===== config.mk =====
export PLATFORM = sky130hd
export DESIGN_NAME = mem_arbiter_flat
export DESIGN_NICKNAME = d
export VERILOG_FILES = /design/src/rtl/mem_arbiter_if.sv /design/src/rtl/mem_arbiter.sv /design/src/flat_wrapper.sv
export SDC_FILE = /design/constraint.sdc
export NUM_CORES = 1
export LEC_CHECK = 0
export ABC_AREA = 1
export BUFFER_PORTS_ARGS = -buffer_cell sky130_fd_sc_hd__clkbuf_2
export CAP_MARGIN = 40
export CORE_MARGIN = 4
export CORE_UTILIZATION = 45
export DETAILED_ROUTE_END_ITERATION = 10
export PLACE_DENSITY = 0.78
export SLEW_MARGIN = 20
export SYNTH_ARGS = -nofsm -noshare
export SYNTH_HDL_FRONTEND = slang
export SYNTH_SLANG_ARGS = --single-unit
export TNS_END_PERCENT = 1

===== constraint.sdc =====
create_clock -name CLK -period 4.45 [get_ports CLK]
set_input_delay 0.89 -clock CLK [delete_from_list [all_inputs] [get_ports CLK]]
set_output_delay 0.89 -clock CLK [all_outputs]
set_load 0.05 [all_outputs]

===== src/rtl/mem_arbiter_if.sv =====
// Core-side request/response and RAM-side bus shared by mem_arbiter.
// The slave modport is the arbiter; the master modport is the core plus RAM.
interface mem_arbiter_if #(
  parameter int WORD_W = 32
);
  logic              iREN;
  logic [WORD_W-1:0] iaddr;
  logic              iwait;
  logic [WORD_W-1:0] iload;
  logic              dREN;
  logic              dWEN;
  logic [WORD_W-1:0] daddr;
  logic [WORD_W-1:0] dstore;
  logic              dwait;
  logic [WORD_W-1:0] dload;
  logic              halt;
  logic              ramREN;
  logic              ramWEN;
  logic [WORD_W-1:0] ramaddr;
  logic [WORD_W-1:0] ramstore;
  logic [WORD_W-1:0] ramload;
  logic [1:0]        ramstate;
  logic              err;

  modport slave (
    input  iREN, iaddr,
    input  dREN, dWEN, daddr, dstore,
    input  halt, ramload, ramstate,
    output iwait, iload,
    output dwait, dload,
    output ramREN, ramWEN, ramaddr, ramstore,
    output err
  );

  modport master (
    output iREN, iaddr,
    output dREN, dWEN, daddr, dstore,
    output halt, ramload, ramstate,
    input  iwait, iload,
    input  dwait, dload,
    input  ramREN, ramWEN, ramaddr, ramstore,
    input  err
  );
endinterface


===== src/rtl/mem_arbiter.sv =====
// Shared RAM port arbiter: instruction vs data requester, with
// anti-starvation, per-access timeout and halt parking.
module mem_arbiter #(
  parameter int WORD_W     = 32,
  parameter int STARVE_MAX = 3,
  parameter int TIMEOUT    = 15
) (
  input logic          CLK,
  input logic          RST,
  mem_arbiter_if.slave bus
);

  localparam int SW = $clog2(STARVE_MAX + 1);
  localparam int TW = $clog2(TIMEOUT + 1);
  localparam logic [SW-1:0] SMAX = SW'(STARVE_MAX);
  localparam logic [TW-1:0] TLAST = TW'(TIMEOUT - 1);
  localparam logic [WORD_W-1:0] ZERO = '0;
  localparam logic [1:0] RS_ACCESS = 2'd2;

  typedef enum logic [2:0] {
    IDLE,
    IGNT,
    DGNT,
    IACK,
    DACK,
    HALTED
  } state_t;

  state_t        state;
  logic [SW-1:0] starve_cnt;
  logic [TW-1:0] tcnt;

  logic dreq;
  logic force_i;
  logic access;
  logic expire;
  logic go_d;
  logic go_i;

  assign dreq    = bus.dREN | bus.dWEN;
  assign force_i = bus.iREN && (starve_cnt == SMAX);
  assign access  = bus.ramstate == RS_ACCESS;
  assign expire  = tcnt == TLAST;

  // halt outranks both requesters; data wins unless instruction is starving
  always_comb begin
    go_d = 1'b0;
    go_i = 1'b0;
    if (!bus.halt) begin
      go_d = dreq && !force_i;
      go_i = !go_d && bus.iREN;
    end
  end

  always_ff @(posedge CLK or posedge RST) begin
    if (RST) begin
      state        <= IDLE;
      starve_cnt   <= '0;
      tcnt         <= '0;
      bus.ramREN   <= 1'b0;
      bus.ramWEN   <= 1'b0;
      bus.ramaddr  <= ZERO;
      bus.ramstore <= ZERO;
      bus.iwait    <= 1'b1;
      bus.dwait    <= 1'b1;
      bus.iload    <= ZERO;
      bus.dload    <= ZERO;
      bus.err      <= 1'b0;
    end else begin
      unique case (state)
        IDLE: begin
          unique case (1'b1)
            bus.halt: begin
              state <= HALTED;
            end
            go_d: begin
              state        <= DGNT;
              tcnt         <= '0;
              bus.ramWEN   <= bus.dWEN;
              bus.ramREN   <= ~bus.dWEN;
              bus.ramaddr  <= bus.daddr;
              bus.ramstore <= bus.dWEN ? bus.dstore : ZERO;
              if (bus.iREN && starve_cnt != SMAX)
                starve_cnt <= starve_cnt + SW'(1);
            end
            go_i: begin
              state        <= IGNT;
              tcnt         <= '0;
              starve_cnt   <= '0;
              bus.ramREN   <= 1'b1;
              bus.ramWEN   <= 1'b0;
              bus.ramaddr  <= bus.iaddr;
              bus.ramstore <= ZERO;
            end
            default: ;
          endcase
        end

        IGNT, DGNT: begin
          // ACCESS beats an expiring counter in the same cycle
          if (access || expire) begin
            bus.ramREN   <= 1'b0;
            bus.ramWEN   <= 1'b0;
            bus.ramaddr  <= ZERO;
            bus.ramstore <= ZERO;
            if (!access)
              bus.err <= 1'b1;
            if (state == IGNT) begin
              state     <= IACK;
              bus.iwait <= ~bus.iREN;
              bus.iload <= access ? bus.ramload : ZERO;
            end else begin
              state     <= DACK;
              bus.dwait <= ~dreq;
              if (!access)
                bus.dload <= ZERO;
              else if (bus.ramREN)
                bus.dload <= bus.ramload;
            end
          end else begin
            tcnt <= tcnt + TW'(1);
          end
        end

        IACK, DACK: begin
          state     <= IDLE;
          bus.iwait <= 1'b1;
          bus.dwait <= 1'b1;
        end

        HALTED: begin
          state <= HALTED;
        end

        default: begin
          state <= IDLE;
        end
      endcase
    end
  end

endmodule

===== src/flat_wrapper.sv =====
// flat-port wrapper written by rule: the top's interface ports become plain ports
module mem_arbiter_flat 
#(
  parameter int WORD_W     = 32,
  parameter int STARVE_MAX = 3,
  parameter int TIMEOUT    = 15
)
  (CLK, RST, bus_iREN, bus_iaddr, bus_dREN, bus_dWEN, bus_daddr, bus_dstore, bus_halt, bus_ramload, bus_ramstate, bus_iwait, bus_iload, bus_dwait, bus_dload, bus_ramREN, bus_ramWEN, bus_ramaddr, bus_ramstore, bus_err);
  mem_arbiter_if #(.WORD_W(WORD_W)) bus_i ();
  input logic CLK;
  input logic RST;
  input wire logic [$bits(bus_i.iREN)-1:0] bus_iREN;
  input wire logic [$bits(bus_i.iaddr)-1:0] bus_iaddr;
  input wire logic [$bits(bus_i.dREN)-1:0] bus_dREN;
  input wire logic [$bits(bus_i.dWEN)-1:0] bus_dWEN;
  input wire logic [$bits(bus_i.daddr)-1:0] bus_daddr;
  input wire logic [$bits(bus_i.dstore)-1:0] bus_dstore;
  input wire logic [$bits(bus_i.halt)-1:0] bus_halt;
  input wire logic [$bits(bus_i.ramload)-1:0] bus_ramload;
  input wire logic [$bits(bus_i.ramstate)-1:0] bus_ramstate;
  output wire logic [$bits(bus_i.iwait)-1:0] bus_iwait;
  output wire logic [$bits(bus_i.iload)-1:0] bus_iload;
  output wire logic [$bits(bus_i.dwait)-1:0] bus_dwait;
  output wire logic [$bits(bus_i.dload)-1:0] bus_dload;
  output wire logic [$bits(bus_i.ramREN)-1:0] bus_ramREN;
  output wire logic [$bits(bus_i.ramWEN)-1:0] bus_ramWEN;
  output wire logic [$bits(bus_i.ramaddr)-1:0] bus_ramaddr;
  output wire logic [$bits(bus_i.ramstore)-1:0] bus_ramstore;
  output wire logic [$bits(bus_i.err)-1:0] bus_err;
  assign bus_i.iREN = bus_iREN;
  assign bus_i.iaddr = bus_iaddr;
  assign bus_i.dREN = bus_dREN;
  assign bus_i.dWEN = bus_dWEN;
  assign bus_i.daddr = bus_daddr;
  assign bus_i.dstore = bus_dstore;
  assign bus_i.halt = bus_halt;
  assign bus_i.ramload = bus_ramload;
  assign bus_i.ramstate = bus_ramstate;
  assign bus_iwait = bus_i.iwait;
  assign bus_iload = bus_i.iload;
  assign bus_dwait = bus_i.dwait;
  assign bus_dload = bus_i.dload;
  assign bus_ramREN = bus_i.ramREN;
  assign bus_ramWEN = bus_i.ramWEN;
  assign bus_ramaddr = bus_i.ramaddr;
  assign bus_ramstore = bus_i.ramstore;
  assign bus_err = bus_i.err;
  mem_arbiter #(.WORD_W(WORD_W), .STARVE_MAX(STARVE_MAX), .TIMEOUT(TIMEOUT)) u_core (.CLK(CLK), .RST(RST), .bus(bus_i));
endmodule

==> results by group <==
Status
  – Outcome: complete, no violations

Clock tree
  – Root Buffer: clkbuf_16
  – TritonCTS clock tree: done
  – Bufs on Longest Clock Path: 2
  – # H-tree levels: 4
  – Clock sink total: 142
  – Worst-Skew Late Latency: 0.41 ns
  – # resized after CTS: 0
  – Clock-pin slew on the worst setup and hold paths: 0.06 ns
  – Total CTS buffers: 17
  – Post-CTS Hold Fix Bufs: 0
  – # Post-CTS Setup Buffers: 0

Floorplan
  – Core ar.: 15,100 sq um
  – Die W: 132 um
  – I/O pins: 269
  – Num rows: 45
  – Die H: 132 um
  – Die area: 17,500 sq um
  – Initial Util: 45.9%

Global route
  – First-pass GRT wire length: 31,600 um
  – Total GRT Usage: 21.9%
  – Initial antenna violation count: 0
  – Largest net degree at the start of global routing: 143
  – Vias in the first global route: 6,403
  – Grt ovf: 0

STA
  – Setup TNS: 0 ns
  – Final setup viols: 0
  – Hold Vio Cnt, Final: 0
  – Fmax: 0.357 GHz
  – Slew @ Worst Pin: 0.763 ns
  – Worst clock skew: 0.00841 ns
  – Final Critical Period: 2.80 ns
  – RSZ-0062 raised after global routing: no
  – Fraction of the cycle the final worst path needs: 62.9%
  – Slew Limit Headroom: 49.1%
  – Max Slew Vio Count: 0

Critical path
  – Slowest cell on the critical path: nand3_2
  – CP max stage delay: 0.49 ns
  – Crit path cell chain: inv_1, ha_1, nand3_1, nand2_1, inv_2, nand2_4, nand3_2, buf_4, nand2_1, nand2_1
  – CP Capture Type: flop
  – Worst setup SP type: flop
  – Critical path required time: 4.79 ns
  – Setup CP Type: flop to flop
  – Crit Path Max Fanout: 36
  – Cell mode on critical path: nand2_1
  – Arr. time, crit path: 3.14 ns

Hold path
  – Hold Path Class: flop to flop

Synthesis
  – Syn Inst Count: 912
  – YS warnings: 0
  – Synth Cell Area: 6960 sq um
  – Synth async-reset ratio: 100%
  – Synth Flop Type: dfrtp_1
  – Net count after synthesis: 1,051
  – Syn_area_per_cell: 7.63 sq um
  – Number of synthesized flops with an enable pin: 0
  – Sequential fraction of the synthesis area: 51.1%
  – FF+latch count, synth: 142
  – Distinct cell type count of the synthesized netlist: 30

Final layout
  – Layout Nets: 1,290
  – # diodes: 0
  – Area growth syn-to-layout: 28.4%
  – Most frequent cells in the layout: nand2_1 (316), clkbuf_2 (268), dfrtp_1 (140)
  – Commonest non-fill, non-tap cell in the layout: nand2_1
  – Layout cells sized above 1: 28.9%
  – Final cell count without fillers: 1,349

Routing
  – Initial drt markers: 352
  – Final WL: 19,500 um
  – Vias per inst: 5.00
  – Drt drc: 0
  – Antenna-violating nets left: 0
  – Via count: 6,743
  – Drt first pass iters: 5
  – Post-DR wirelength/cell: 14.5 um

Placement
  – Port Buffers: 268
  – Final HPWL DP: 13,800 um
  – DP Cell Count: 1,320
  – Placer Congestion: 0.820

Pwr
  – Pwr dens: 859 nW/um^2
  – VDD IR max: 0.587 mV
  – Static leakage: 5.32 nW

Run
  – Max-cap violations: 0
-- critical path, delay by kind of cell, from the launching register on --
kind                       cells  cell delay, ns
buffers and inverters          3            0.91
DFF                            1            0.39
adders and majority gates      1            0.19
and+or+nand+nor                6            1.21
-- metal layers --
| metal | wire length (um) | track usage, % |
|---|---|---|
| met5 | 0 | 0 |
| met1 | 8290 | 28.5 |
| met3 | 1790 | 6.95 |
| met4 | 340 | 6.70 |
| met2 | 9090 | 35.2 |
-- cells in the mapped netlist (2+ instances only) --
master / n / area (sq um)
a21oi_1: 35 / 175
buf_1: 5 / 18.8
buf_2: 20 / 100
buf_6: 8 / 90.1
clkbuf_1: 27 / 101
dfrtp_1: 140 / 3500
dfstp_2: 2 / 52.6
ha_1: 3 / 37.5
inv_1: 73 / 274
inv_2: 6 / 22.5
nand2_1: 317 / 1190
nand2_2: 3 / 18.8
nand2_4: 2 / 22.5
nand3_1: 76 / 380
nand4_1: 33 / 206
nor2_1: 76 / 285
nor2_2: 2 / 12.5
o21ai_0: 66 / 330
o21ai_1: 6 / 30.0
o21ai_2: 2 / 17.5
-- kinds of logic (layout without fill, tap and decap cells) --
family	Yosys count	after routing	synth area share, %
AOI/OAI and AO/OA	112	112	8.29
adders and majority gates	3	3	0.540
xor gates and xnor gates	2	2	0.252
DFF	142	142	51.1
buffers and inverters	141	390	8.89
and+or+nand+nor	512	512	30.9
-- where the power goes --
| part | total (W) | internal [W] | switching (W) |
|---|---|---|---|
| Clock | 0.00140 | 0.000871 | 0.000527 |
| Sequential | 0.00216 | 0.00183 | 0.000327 |
| Combinational | 0.00411 | 0.000865 | 0.00325 |
| Total | 0.00767 | 0.00357 | 0.00410 |
-- metrics by stage --
step	area (sq um)	hold WS (ns)	worst slack [ns]	utilization (%)	power (W)
floorplan	6960	0.447	1.78	-	0.00536
global placement	8330	0.455	1.29	55.0	0.00625
detailed placement	8360	0.457	1.29	55.2	0.00632
CTS	8930	0.472	1.62	59.0	0.00775
global route	8930	0.480	1.27	59.0	0.00816
finish	8930	0.467	1.65	59.0	0.00767
-- registers in the layout, indices dropped and copies added (netlist names) --
name	cells
u_core.bus.dwait	1
u_core.bus.ramaddr	32
u_core.starve_cnt	2
u_core.tcnt	4
u_core.bus.ramWEN	1
u_core.bus.iload	32
u_core.bus.ramREN	1
u_core.bus.iwait	1
u_core.bus.ramstore	32
u_core.state	3
u_core.bus.dload	32
u_core.bus.err	1
-- final timing paths --
| check | depth (start not counted) | slack [ns] | endpoint | start |
|---|---|---|---|---|
| min in group asynchronous | 3 | 0.68 | u_core.bus.dload[2]$_DFFE_PP0P_ | RST |
| min | 2 | 0.47 | u_core.bus.ramstore[25]$_DFFE_PP0P_ | u_core.bus.ramstore[25]$_DFFE_PP0P_ |
| max | 10 | 1.65 | u_core.bus.ramaddr[12]$_DFFE_PP0P_ | u_core.tcnt[0]$_DFFE_PP0P_ |
| max reg2reg | 10 | 1.65 | u_core.bus.ramaddr[12]$_DFFE_PP0P_ | u_core.tcnt[0]$_DFFE_PP0P_ |
| max in group asynchronous | 3 | 3.18 | u_core.bus.ramstore[6]$_DFFE_PP0P_ | RST |
| min reg2reg | 2 | 0.47 | u_core.bus.ramstore[25]$_DFFE_PP0P_ | u_core.bus.ramstore[25]$_DFFE_PP0P_ |
-- area by class of cell --
class,count,area (sq um)
clock inverters,11,145
well taps,188,235
repair buffers,281,1470
inverters,80,304
flip-flops and latches,142,3560
clock buffers,18,429
fillers,1398,6220
multi-input cells,629,2790
No activity file was read; power rests on OpenSTA's default activity.
